`config.mk`:
```
export PLATFORM = sky130hd
export DESIGN_NAME = parity_frame_unit
export DESIGN_NICKNAME = d
export VERILOG_FILES = /design/src/rtl/parity_frame_unit.sv
export SDC_FILE = /design/constraint.sdc
export NUM_CORES = 1
export LEC_CHECK = 0
export CAP_MARGIN = 25
export CORE_MARGIN = 2
export CORE_UTILIZATION = 53
export CTS_BUF_LIST = sky130_fd_sc_hd__clkbuf_4
export DETAILED_ROUTE_END_ITERATION = 16
export GPL_TIMING_DRIVEN = 0
export PLACE_DENSITY_LB_ADDON = 0.25
export SLEW_MARGIN = 20
export SYNTH_ARGS = -nofsm -noshare
export SYNTH_HDL_FRONTEND = slang
export SYNTH_SLANG_ARGS = --single-unit
```
`constraint.sdc`:
```
create_clock -name clk -period 2.4 [get_ports clk]
set_input_delay 0.24 -clock clk [delete_from_list [all_inputs] [get_ports clk]]
set_output_delay 0.24 -clock clk [all_outputs]
set_load 0.005 [all_outputs]
```
`src/rtl/parity_frame_unit.sv`:
```
// rtl/parity_frame_unit.sv - serial frame parity generator/checker with saturating mismatch counter
module parity_frame_unit #(
  parameter int DATA_BITS   = 8,
  parameter bit EVEN_PARITY = 1,
  parameter int ERR_CNT_W   = 8
) (
  input  logic                 clk,
  input  logic                 rst_n,
  input  logic                 data_in,
  input  logic                 wr_en,
  input  logic                 check_en,
  input  logic                 clear,
  input  logic                 err_cnt_clr,
  output logic                 data_out,
  output logic                 parity_out,
  output logic                 parity_valid,
  output logic                 parity_err,
  output logic                 busy,
  output logic [ERR_CNT_W-1:0] err_count
);

  localparam int CNT_W = $clog2(DATA_BITS + 1);
  localparam logic [CNT_W-1:0] LAST_CNT = CNT_W'(DATA_BITS - 1);
  localparam logic PAR_INV = ~EVEN_PARITY;

  typedef enum logic [1:0] {S_IDLE, S_DATA, S_PAR} state_t;

  state_t           state;
  logic             acc;
  logic [CNT_W-1:0] cnt;
  logic             mode;

  logic acc_nxt, p_cur, done, done_p, mismatch;

  always_comb begin
    acc_nxt  = acc ^ data_in;
    p_cur    = acc ^ PAR_INV;
    done     = 1'b0;
    done_p   = acc_nxt ^ PAR_INV;
    mismatch = 1'b0;
    if (wr_en && !clear) begin
      case (state)
        S_IDLE: done = (DATA_BITS == 1) && !check_en;
        S_DATA: done = (cnt == LAST_CNT) && !mode;
        S_PAR: begin
          // the bit arriving here is the received parity, not data
          done     = 1'b1;
          done_p   = p_cur;
          mismatch = (data_in != p_cur);
        end
        default: done = 1'b0;
      endcase
    end
  end

  assign data_out = p_cur;
  assign busy     = (state != S_IDLE);

  always_ff @(posedge clk or negedge rst_n) begin
    if (!rst_n) begin
      state        <= S_IDLE;
      acc          <= 1'b0;
      cnt          <= '0;
      mode         <= 1'b0;
      parity_out   <= PAR_INV;
      parity_valid <= 1'b0;
      parity_err   <= 1'b0;
      err_count    <= '0;
    end else begin
      parity_valid <= done;
      if (done) begin
        parity_out <= done_p;
        parity_err <= mismatch;
      end
      if (err_cnt_clr)
        err_count <= ERR_CNT_W'(mismatch);
      else if (mismatch && (err_count != '1))
        err_count <= err_count + ERR_CNT_W'(1);

      if (clear) begin
        state <= S_IDLE;
        acc   <= 1'b0;
        cnt   <= '0;
      end else if (wr_en) begin
        case (state)
          S_IDLE: begin
            mode <= check_en;
            if ((DATA_BITS == 1) && !check_en) begin
              acc   <= 1'b0;
              cnt   <= '0;
              state <= S_IDLE;
            end else begin
              acc   <= data_in;
              cnt   <= CNT_W'(1);
              state <= (DATA_BITS == 1) ? S_PAR : S_DATA;
            end
          end
          S_DATA: begin
            cnt <= cnt + CNT_W'(1);
            acc <= acc_nxt;
            if (cnt == LAST_CNT) begin
              if (mode) begin
                state <= S_PAR;
              end else begin
                state <= S_IDLE;
                acc   <= 1'b0;
                cnt   <= '0;
              end
            end
          end
          S_PAR: begin
            state <= S_IDLE;
            acc   <= 1'b0;
            cnt   <= '0;
          end
          default: state <= S_IDLE;
        endcase
      end
    end
  end

endmodule

```
; ---- Word-level counts from Yosys, hierarchy flattened
; Cells that the tools add are included.
[word_totals]
regBits = 19
latch_bits = 0
ramBits = 0
mem_bits_ro = 0
out_inout_bits = 13
elab_cells = 54
mem_count = 0
[classes]
n_addsub = 2
n_mul = 0
n_div = 0
n_lt_le_gt_ge = 0
n_eq_ne = 6
n_shift = 0
mux = 23
n_bitwise = 2
n_reduce_logical = 13
[op_table]
columns = cell, count
row1 = $mux 4, 4
row2 = $mux 8, 2
row3 = $pmux 4 s3, 1
row4 = $mux 1, 9
row5 = $add 8x1->8 const B, 1
row6 = $mux 2, 4
row7 = $ne 8x8->1 const B, 1
row8 = $reduce_bool 2->1, 3
row9 = $add 4x1->4 const B, 1
row10 = $eq 4x3->1 const B, 1
row11 = $pmux 2 s2, 1
row12 = $reduce_and 2->1, 2
row13 = $reduce_bool 4->1, 1
row14 = $logic_and 1x1->1, 3
row15 = $ne 3x3->1 const B, 1
row16 = $pmux 1 s3, 1
row17 = $reduce_and 3->1, 1
row18 = $eq 2x1->1 const B, 1
row19 = $eq 2x2->1 const B, 1
row20 = $logic_not 1->1, 2
row21 = $logic_not 2->1, 1
row22 = $pmux 1 s2, 1
row23 = $ne 1x1->1, 1
row24 = $not 1->1, 1
row25 = $xor 1x1->1, 1

; ---- Depth between registers and ports, before layout
[logic_depth]
word_depth = 6
mapped_depth = 6

; ---- Least setup slack after synthesis
; No wires, ideal clock.
[synth_path]
path_type = register to register
startpoint = register state[0]
endpoint = register err_count[4]
setup_time_ns = 0.077
t_arrival_ns = 1.605
required_ns = 2.323
slack_ns = 0.717
stages_incl_launch_ff = 7
period_less_slack_ns = 1.683
path_cell_list = dfrtp_1 > inv_1 > ha_1 > nand3b_4 > or2_4 > or4_1 > a21oi_1
[synth_via]
elab_chain_len = 5
[synth_lines]
columns = item, line_no
row1 = from (decl), 28  ; state_t state;
row2 = from (signal assigned), 95  ; state <= (DATA_BITS == 1) ? S_PAR : S_DATA;
row3 = $eq 2x2->1, 42  ; case (state)
row4 = $mux 1, 42
row5 = $mux 1, 41  ; if (wr_en && !clear) begin
row6 = $logic_and 1x1->1, 77  ; else if (mismatch && (err_count != '1))
row7 = $reduce_bool 2->1 (no source line), --
row8 = to (signal assigned), 76  ; err_count <= ERR_CNT_W'(mismatch);
row9 = to (signal assigned), 78  ; err_count <= err_count + ERR_CNT_W'(1);
row10 = to (decl), 19  ; output logic [ERR_CNT_W-1:0] err_count
; No other way between the ends.
; A chain may end at the register's enable or synchronous reset.

; ---- Worst setup path in the final report
[layout_path]
startpoint = register state[0]
endpoint = register acc, in the netlist data_out
[layout_via]
elab_chain_len = 4
[layout_lines]
columns = item, line_no
row1 = $eq 2x2->1 (tied with other cells), 85  ; case (state)
row2 = $pmux 1 s3, 85
row3 = $mux 1, 84  ; end else if (wr_en) begin
row4 = $mux 1, 80  ; if (clear) begin
row5 = to (signal assigned), 93  ; acc <= data_in;
row6 = to (signal assigned), 100  ; acc <= acc_nxt;
row7 = to (decl), 29  ; logic acc;
; Parallel ways exist; a longest one is shown, timed or not. The select of a mux whose other input is x is not followed.

==> impl_results.md <==
* Final period utilization at 0.7797
* Sink Count at 19
* # IOs at 20
* Max Buffers Root-to-Sink at 2
* Count of pins over their slew limit at 0
* Worst-Skew Late Latency at 0.31 ns
* Final Non-Filler Cells at 159
* Via Count at 932
* Yosys warns at 0
* Clock Power Share at 0.307
* Final core utilization at 0.6817
* Cell Count Post-Placement at 155
* Slew HR at 0.4442
* Initial cell density of the core at 0.5509
* Worst clock skew at 0.009853 ns
* CP Capture Type: flop
* Fmax at 0.5344 GHz
* Antenna violation net count after detailed routing at 0
* Vias in the first global route at 858
* Comb power frac at 0.126
* Largest net degree at the start of global routing at 20
* Fin. Hold Viols at 0
* # Post-CTS Setup Buffers at 0
* Syn Std Cell Area at 1070 sq um
* Seq/Total Area, Yosys at 0.4444
* EDFF count, synth at 0
* RR Endpoint: data_out$_DFFE_PN0P_
* R2R depth at 6
* Vias per cell at 5.862
* Post-Synthesis Net Count at 121
* P_int at 440.4 uW
* CTS Root Cell: clkbuf_4
* Filler cell count in the final layout at 150
* Most frequent cells in the layout: dfrtp_1, clkdlybuf4s50_1, nand2_1, o21ai_0, nor2_1
* Area grow syn2layout at 23.74%
* Actual slew at the worst max-slew pin at 0.8311 ns
* Max Cap Viol at 0
* Die area at 2394 sq um
* Top FF cell, synth: dfrtp_1
* Nets at 145
* Worst IR Drop VDD at 0.5182 mV
* First-pass GRT wire length at 3.974 mm
* Leak at 0.0005606 uW
* WL/cell at 14.33 um
* Crit Path Category: reg -> reg
* Required @ worst endpoint at 2.64 ns
* Router iterations before antenna repair at 4
* Syn Area/Cell at 9.814 sq um
* Async SR Flop Fraction at 1.000
* Post-Syn Instances at 109
* DRC at 0
* Status: finished clean
* Core area at 1942 sq um
* CTS tree: done
* Initial antenna violation count at 0
* R2R setup slack at 0.53 ns
* RSZ-0062 raised after global routing: no
* Crit path time final at 1.871 ns
* Layout cells sized above 1 at 0.08333
* PortBufs at 19
* Diode count at 0
* Path type of the worst min-delay path: in -> async
* CP Max Fanout at 6
* CP startpoint kind: flop
* Switch share at 0.2616
* TNS Setup at 0 ns
* Post-CTS Resized at 0
* Psw at 156.0 uW
* Pwr/cell area at 450.6 nW/um^2
* Post-DP HPWL at 1.767 mm
* WP data arrival at 2.12 ns
* Die width at 48.93 um
* Reg-to-reg startpoint: state[0]$_DFFE_PN0P_
* Grt ovf at 0
* H-tree Lvls at 1
* Inserted Clock Buffers at 3
* Worst-path clk slew at 0.12 ns
* Die Ht at 48.93 um
* Drt first-iter violations at 32
* Synth unique cells at 36
* Cell Rows at 16
* Total track usage at 0.2159
* Post-Route WL at 2.278 mm
* Hold Buf Count CTS at 0
* Final setup viols at 0
* Flop pwr share at 0.567
* Final Wtd Congestion at 0.8499
* Synth Register Bits at 19
layer usage:
| layer | part of all wire | track usage | vias up |
|---|---|---|---|
| met5 | 0 | 0 | - |
| li1 | - | - | 454 |
| met2 | 0.46 | 0.3311 | 29 |
| met4 | 0.019 | 0.07143 | 0 |
| met1 | 0.46 | 0.2935 | 443 |
| met3 | 0.056 | 0.06442 | 6 |
Yosys cell counts, drive strengths merged (2+ instances only):
master / n / area share
a21oi: 6 / 0.028
a31oi: 5 / 0.029
dfrtp: 19 / 0.44
ha: 5 / 0.058
inv: 5 / 0.018
mux2: 3 / 0.032
mux2i: 2 / 0.019
nand2: 12 / 0.042
nand3: 2 / 0.0094
nand3b: 3 / 0.033
nand4: 3 / 0.018
nor2: 7 / 0.025
nor2b: 3 / 0.018
nor3: 2 / 0.0094
nor4: 2 / 0.012
o21ai: 8 / 0.037
o22ai: 2 / 0.012
o31ai: 2 / 0.014
or2: 2 / 0.014
xnor2: 2 / 0.016
per-stage QoR:
step	power, uW	setup WS (ns)	hold slack, ns	instance area (sq um)
after CTS	599.6	0.5461	0.4286	1324
final	596.4	0.5288	0.3918	1324
after global placement	416.5	0.4704	0.4784	1294
after floorplan	381.9	0.7175	-0.05559	1070
after detailed placement	419.8	0.4546	0.4910	1294
after global routing	622.4	0.3593	0.4771	1324
worst max-delay path: stages, from the launching register on:
cell and delay, ns:
dfrtp_1 0.40, inv_1 0.07, ha_1 0.35, or2_2 0.32, a21oi_1 0.39, o21a_1 0.19, a41o_1 0.09
area by class of cell:
class | count | area (sq um) | share of cell area
multi-input combinational | 85 | 575.6 | 0.4348
sequential | 19 | 475.5 | 0.3592
timing repair buffer | 19 | 190.2 | 0.1437
tap | 27 | 33.78 | 0.02552
clock buffer | 4 | 30.03 | 0.02268
inverter | 5 | 18.77 | 0.01418
flip-flops by register name, indices dropped and copies added, names as in the netlist:
| name | flops |
|---|---|
| state | 2 |
| cnt | 4 |
| mode | 1 |
| err_count | 8 |
| parity_valid | 1 |
| data_out | 1 |
| parity_err | 1 |
| parity_out | 1 |
worst max path at each step:
stage / start / endpoint / cells after the start
2_1_floorplan: state[0]$_DFFE_PN0P_ / err_count[4]$_DFFE_PN0P_ / 6
3_3_place_gp: clear / err_count[4]$_DFFE_PN0P_ / 5
3_5_place_dp: clear / err_count[4]$_DFFE_PN0P_ / 5
4_1_cts: state[0]$_DFFE_PN0P_ / cnt[3]$_DFFE_PN0P_ / 6
5_1_grt: state[0]$_DFFE_PN0P_ / cnt[3]$_DFFE_PN0P_ / 6
6_report: state[0]$_DFFE_PN0P_ / data_out$_DFFE_PN0P_ / 6
power by group through the flow:
stage	combinational [uW]	sequential [uW]	clock (uW)
final	75.4	338	183
after global routing	84.5	339	198
after CTS	76.1	338	186
after detailed placement	75.9	344	0
after global placement	73.0	343	0
after floorplan	40.5	341	0
cell families after synthesis:
logic type,after synthesis,share of synthesized area
AND/OR/NAND/NOR,43,0.2351
AO/OA/AOI/OAI,30,0.1778
flip-flops,19,0.4444
buffers and inverters,5,0.01755
multiplexers,5,0.05029
adder cells (fa/ha/maj),5,0.05848
XOR/XNOR,2,0.01638
Power figures use the tool's default switching activity.
